$ cat src/rtl/mimd_mem_arbiter.sv
// mimd_mem_arbiter: round-robin arbiter sharing one memory port among NUM_CORES cores, one outstanding transaction.
// Optional build macro MEM_ARB_ADDR_CHECK_EN: out-of-range addresses get an immediate error response without touching memory.
module mimd_mem_arbiter #(
    parameter int NUM_CORES      = 4,
    parameter int ADDR_W         = 64,
    parameter int DATA_W         = 64,
    parameter int MEM_DEPTH      = 1024,
    parameter int TIMEOUT_CYCLES = 64
) (
    input  logic                        clk,
    input  logic                        rst,
    input  logic [NUM_CORES-1:0]        req_valid,
    output logic [NUM_CORES-1:0]        req_ready,
    input  logic [NUM_CORES-1:0]        req_we,
    input  logic [NUM_CORES*ADDR_W-1:0] req_addr,
    input  logic [NUM_CORES*DATA_W-1:0] req_wdata,
    output logic [NUM_CORES-1:0]        resp_valid,
    output logic                        resp_err,
    output logic [DATA_W-1:0]           resp_rdata,
    output logic                        mem_req,
    input  logic                        mem_gnt,
    output logic                        mem_we,
    output logic [ADDR_W-1:0]           mem_addr,
    output logic [DATA_W-1:0]           mem_wdata,
    input  logic                        mem_rvalid,
    input  logic [DATA_W-1:0]           mem_rdata
);
    localparam int IDW = $clog2(NUM_CORES);
    localparam int CW  = $clog2(TIMEOUT_CYCLES + 1);
`ifdef MEM_ARB_ADDR_CHECK_EN
    localparam bit CHECK_EN = 1'b1;
`else
    localparam bit CHECK_EN = 1'b0;
`endif

    typedef enum logic [1:0] {IDLE, ISSUE, WAIT, RESP} state_t;

    state_t             state_q, state_d;
    logic [IDW-1:0]     last_q, last_d, id_q, id_d, gnt;
    logic               we_q, we_d, err_q, err_d;
    logic [ADDR_W-1:0]  addr_q, addr_d, gnt_addr;
    logic [DATA_W-1:0]  wdata_q, wdata_d, rdata_q, rdata_d;
    logic [CW-1:0]      cnt_q, cnt_d;

    // First requester after the previous winner, wrapping modulo NUM_CORES.
    function automatic logic [IDW-1:0] rr_pick(input logic [NUM_CORES-1:0] v, input logic [IDW-1:0] last);
        logic [IDW-1:0] g;
        logic           f;
        int             j;
        g = last;
        f = 1'b0;
        for (int i = 1; i <= NUM_CORES; i++) begin
            j = (int'(last) + i) % NUM_CORES;
            if (!f && v[j[IDW-1:0]]) begin
                f = 1'b1;
                g = j[IDW-1:0];
            end
        end
        return g;
    endfunction

    assign gnt        = rr_pick(req_valid, last_q);
    assign gnt_addr   = req_addr[int'(gnt)*ADDR_W +: ADDR_W];
    assign mem_req    = state_q == ISSUE;
    assign mem_we     = mem_req && we_q;
    assign mem_addr   = mem_req ? addr_q : '0;
    assign mem_wdata  = mem_req ? wdata_q : '0;
    assign resp_valid = (state_q == RESP) ? (NUM_CORES'(1) << id_q) : '0;
    assign resp_err   = (state_q == RESP) && err_q;
    assign resp_rdata = (state_q == RESP) ? rdata_q : '0;

    // Next-state, request latch, timeout counter and response capture.
    always_comb begin
        state_d   = state_q;
        last_d    = last_q;
        id_d      = id_q;
        we_d      = we_q;
        addr_d    = addr_q;
        wdata_d   = wdata_q;
        err_d     = err_q;
        rdata_d   = rdata_q;
        cnt_d     = cnt_q;
        req_ready = '0;
        case (state_q)
            IDLE: if (|req_valid) begin
                req_ready[gnt] = 1'b1;
                last_d         = gnt;
                id_d           = gnt;
                we_d           = req_we[gnt];
                addr_d         = gnt_addr;
                wdata_d        = req_wdata[int'(gnt)*DATA_W +: DATA_W];
                rdata_d        = '0;
                err_d          = CHECK_EN && (gnt_addr >= ADDR_W'(MEM_DEPTH));
                state_d        = err_d ? RESP : ISSUE;
            end
            ISSUE: if (mem_gnt) begin
                state_d = WAIT;
                cnt_d   = '0;
            end
            WAIT: if (mem_rvalid) begin
                state_d = RESP;
                err_d   = 1'b0;
                rdata_d = we_q ? '0 : mem_rdata;
            end else if (cnt_q == CW'(TIMEOUT_CYCLES - 1)) begin
                state_d = RESP;
                err_d   = 1'b1;
                rdata_d = '0;
            end else begin
                cnt_d = cnt_q + 1'b1;
            end
            default: state_d = IDLE;
        endcase
    end

    // State and datapath registers; reset drops any transaction in flight.
    always_ff @(posedge clk or posedge rst) begin
        if (rst) begin
            state_q <= IDLE;
            last_q  <= IDW'(NUM_CORES - 1);
            id_q    <= '0;
            we_q    <= 1'b0;
            addr_q  <= '0;
            wdata_q <= '0;
            err_q   <= 1'b0;
            rdata_q <= '0;
            cnt_q   <= '0;
        end else begin
            state_q <= state_d;
            last_q  <= last_d;
            id_q    <= id_d;
            we_q    <= we_d;
            addr_q  <= addr_d;
            wdata_q <= wdata_d;
            err_q   <= err_d;
            rdata_q <= rdata_d;
            cnt_q   <= cnt_d;
        end
    end
endmodule

$ cat config.mk
export PLATFORM = sky130hd
export DESIGN_NAME = mimd_mem_arbiter
export DESIGN_NICKNAME = d
export VERILOG_FILES = /design/src/rtl/mimd_mem_arbiter.sv
export SDC_FILE = /design/constraint.sdc
export NUM_CORES = 1
export LEC_CHECK = 0
export CAP_MARGIN = 10
export CORE_AREA = 2 2 308 310
export CTS_BUF_LIST = sky130_fd_sc_hd__clkbuf_4 sky130_fd_sc_hd__clkbuf_8
export CTS_CLUSTER_SIZE = 8
export DETAILED_ROUTE_END_ITERATION = 6
export DIE_AREA = 0 0 310 312
export PLACE_DENSITY_LB_ADDON = 0.12
export SLEW_MARGIN = 25
export SYNTH_ARGS = -nofsm -noshare
export SYNTH_HDL_FRONTEND = slang
export SYNTH_SLANG_ARGS = --single-unit
$ cat constraint.sdc
create_clock -name clk -period 11.2 [get_ports clk]
set_input_delay 3.36 -clock clk [delete_from_list [all_inputs] [get_ports clk]]
set_output_delay 3.36 -clock clk [all_outputs]
set_load 0.02 [all_outputs]
==> metrics <==
Worst-Skew Late Latency=0.63 ns; ranking of synthesized cells by area=dfrtp_1, a211oi_1, mux2i_1; post-route cell area=23900 µm²; combinational share of power=0.586; placed cell area=22900 µm²; Lkg Pwr=9.59 nW; Max Cap Viol=0; Crit path max-delay family=simple AND/OR/NAND/NOR gates; Detailed Route WL=82.9 mm; fin crit period=9.65 ns; post-synthesis sequential area ratio=0.376; setup TNS=0 ns; Critical Path RT=7.84 ns; synthesized area=13800 µm²; clock sinks=207; Clk pin slew, worst setup/hold paths=0.05 ns; Final nets=2925; fin crit share=0.862; PD cells=219 nW/µm²; Net Count, Synth=2211; Pre-antenna DRT Iters=5; Hold Vio Cnt, Final=0; post-synth top area cell=dfrtp_1; grt total ovfl=0; CTS buffer count=50; clock share of power=0.181; Worst VDD drop=197 µV; synth unique cells=38; Reg power frac=0.233; slew margin rel.=0.331; RSZ-0062 raised after global routing=false; ANT nets after route=0; synth-to-layout area growth=73.4%; NetSw=2.38 mW; status=complete, no violations; Yosys reg bits=207; cts hold-fix bufs=0; Die Span Y=312 µm; pre-CTS setup slack=1.55 ns; switch share=0.456; Setup CP Type=input port to primary output; final setup fails=0; core area=93000 µm²; RD Place Congestion=0.836; Final HPWL DP=59.3 mm; post-synth top area share=0.372; die area=96700 µm²; placed instance count=3532; Worst Setup Slack, final=1.55 ns; CP Max Fanout=38; Arr. time, crit path=6.29 ns; CP max-delay cell=clkdlybuf4s50_1; GR Util All Layers=0.164; Synth Instances=1617; Critical path buffers and inverters=2; first-pass GRT wire length=117 mm; Vias/cell=4.16; Post-Syn Area per Cell=8.52 µm²; DRC errors left=0; worst hold-check path type=flip-flop to flip-flop; Max Buffers Root-to-Sink=3; fin util=0.257; Root Driver=clkbuf_8; crit path cell chain=clkdlybuf4s50_1, nor2_1, nand2_4, and3_4, nor2_1, clkdlybuf4s50_1; Ports=791; Critical Path Start Type=input port; CTS H-tree lvls=2; Post-CTS Setup Bufs=0; # resized after CTS=0; Vias=15.1k; Slew Viols, Final=0; hold slack=0.510 ns; antenna violations before repair=33; Tot Pwr=5.22 mW; Worst Skew=0.0318 ns; Iteration-0 DRC Markers=679; Crit. End Element=primary output; Worst-Margin Slew=1.00 ns; Cell Int Power=2.84 mW; fin cells=3631; crit-path max cell delay=0.79 ns; Syn. warnings=0; vias in the first global route=16.1k; layout cell share with drive strength beyond 1=0.0516; IO buf count=790; drt wl/cell=22.8 µm; CTS tree=done; maximum number of pins on one net before global-route repair=134; Max Clock Freq=104 MHz; initial core utilization=0.148; die width=310 µm; FP Rows=112
-- cells in the mapped netlist, drive strengths merged --
library cell    n
mux2i         193
and2          196
a21o            2
nor4            1
inv           199
dfrtp         205
a31o            1
nand2          82
nor2b           3
nand3b          1
nor3            4
and3            5
a211oi        259
nand4           1
a22o            2
xnor2           2
dfstp           2
a21boi          1
nand2b          4
o21a            1
a41oi           1
ha              6
o21ai           6
nor3b           1
nand3           7
a2111oi         1
mux2            1
a31oi         132
buf            48
nor2          142
a21oi           5
clkbuf        102
o211ai          1
-- power by group through the flow --
| stage | logic, mW | registers (mW) | clock network [mW] |
|---|---|---|---|
| 2_1_floorplan | 1.88 | 1.17 | 0 |
| 3_3_place_gp | 3.10 | 1.22 | 0 |
| 3_5_place_dp | 3.12 | 1.23 | 0 |
| 4_1_cts | 3.12 | 1.22 | 0.995 |
| 5_1_grt | 3.32 | 1.26 | 1.03 |
| 6_report | 3.06 | 1.22 | 0.946 |
-- worst register-to-register path: stages, from the launching register on --
cell and delay [ns]:
dfstp_2 0.58, nor2_1 0.08, nand2_4 0.40, and3_4 0.77, buf_4 0.54, buf_4 0.82, buf_4 0.57, buf_16 0.34
mux2i_1 0.30, a211oi_1 0.09
-- cell type report --
| type | instances | area [µm²] |
|---|---|---|
| Fill cell | 10200 | 69200 |
| Timing Repair Buffer | 812 | 8120 |
| Multi-Input combinational cell | 1061 | 7260 |
| Sequential cell | 207 | 5180 |
| Tap cell | 1254 | 1570 |
| Clock buffer | 80 | 951 |
| Inverter | 199 | 754 |
| Antenna cell | 14 | 35.0 |
| Clock inverter | 4 | 30.0 |
-- path summary, 6_finish.rpt --
check / startpoint / to / slack (ns) / cells after the start
worst min-delay path: last_q[1] / last_q[1] / 0.51 / 2
min in group asynchronous: rst / wdata_q[8] / 3.21 / 2
max in group asynchronous: rst / addr_q[4] / 6.16 / 4
worst max register to register: last_q[1] / addr_q[3] / 6.56 / 9
worst max-delay path: req_valid[2] / req_ready[3] / 1.55 / 6
worst min register to register: last_q[1] / last_q[1] / 0.51 / 2
-- cells by family after synthesis --
logic type               count (synthesis)  share of synthesized area
adder cells (fa/ha/maj)                  6                    0.00545
buffers and inverters                  349                      0.104
AND/OR/NAND/NOR                        447                      0.162
XOR/XNOR                                 2                    0.00127
flip-flops                             207                      0.376
AO/OA/AOI/OAI                          412                      0.211
multiplexers                           194                      0.141
-- per-layer routing --
layer  share of wire  global-route usage  up-vias
li1                -                   -     7061
met1            0.38               0.182     7367
met2            0.52               0.296      532
met3           0.079              0.0539      125
met4           0.023              0.0494       30
met5          0.0025                   0        -
-- layout by cell type (no fill, tap or decap), types with 4 or more instances in the layout --
master,n
and2_1,196
clkbuf_4,24
clkbuf_8,56
dfrtp_1,205
o21ai_0,4
a31oi_1,132
nor2_1,140
a211oi_1,259
inv_1,198
a21oi_1,4
and3_1,4
ha_1,4
diode_2,14
nand3_1,6
nor3_1,4
nand2b_1,4
nand2_1,81
mux2i_1,193
buf_4,19
clkdlybuf4s50_1,790
-- sequential cells by signal (all words and copies together), names as in the netlist --
signal / flops
addr_q: 64
cnt_q: 7
err_q: 1
id_q: 2
last_q: 2
rdata_q: 64
state_q: 2
wdata_q: 64
we_q: 1
Power figures use the tool's default switching activity.
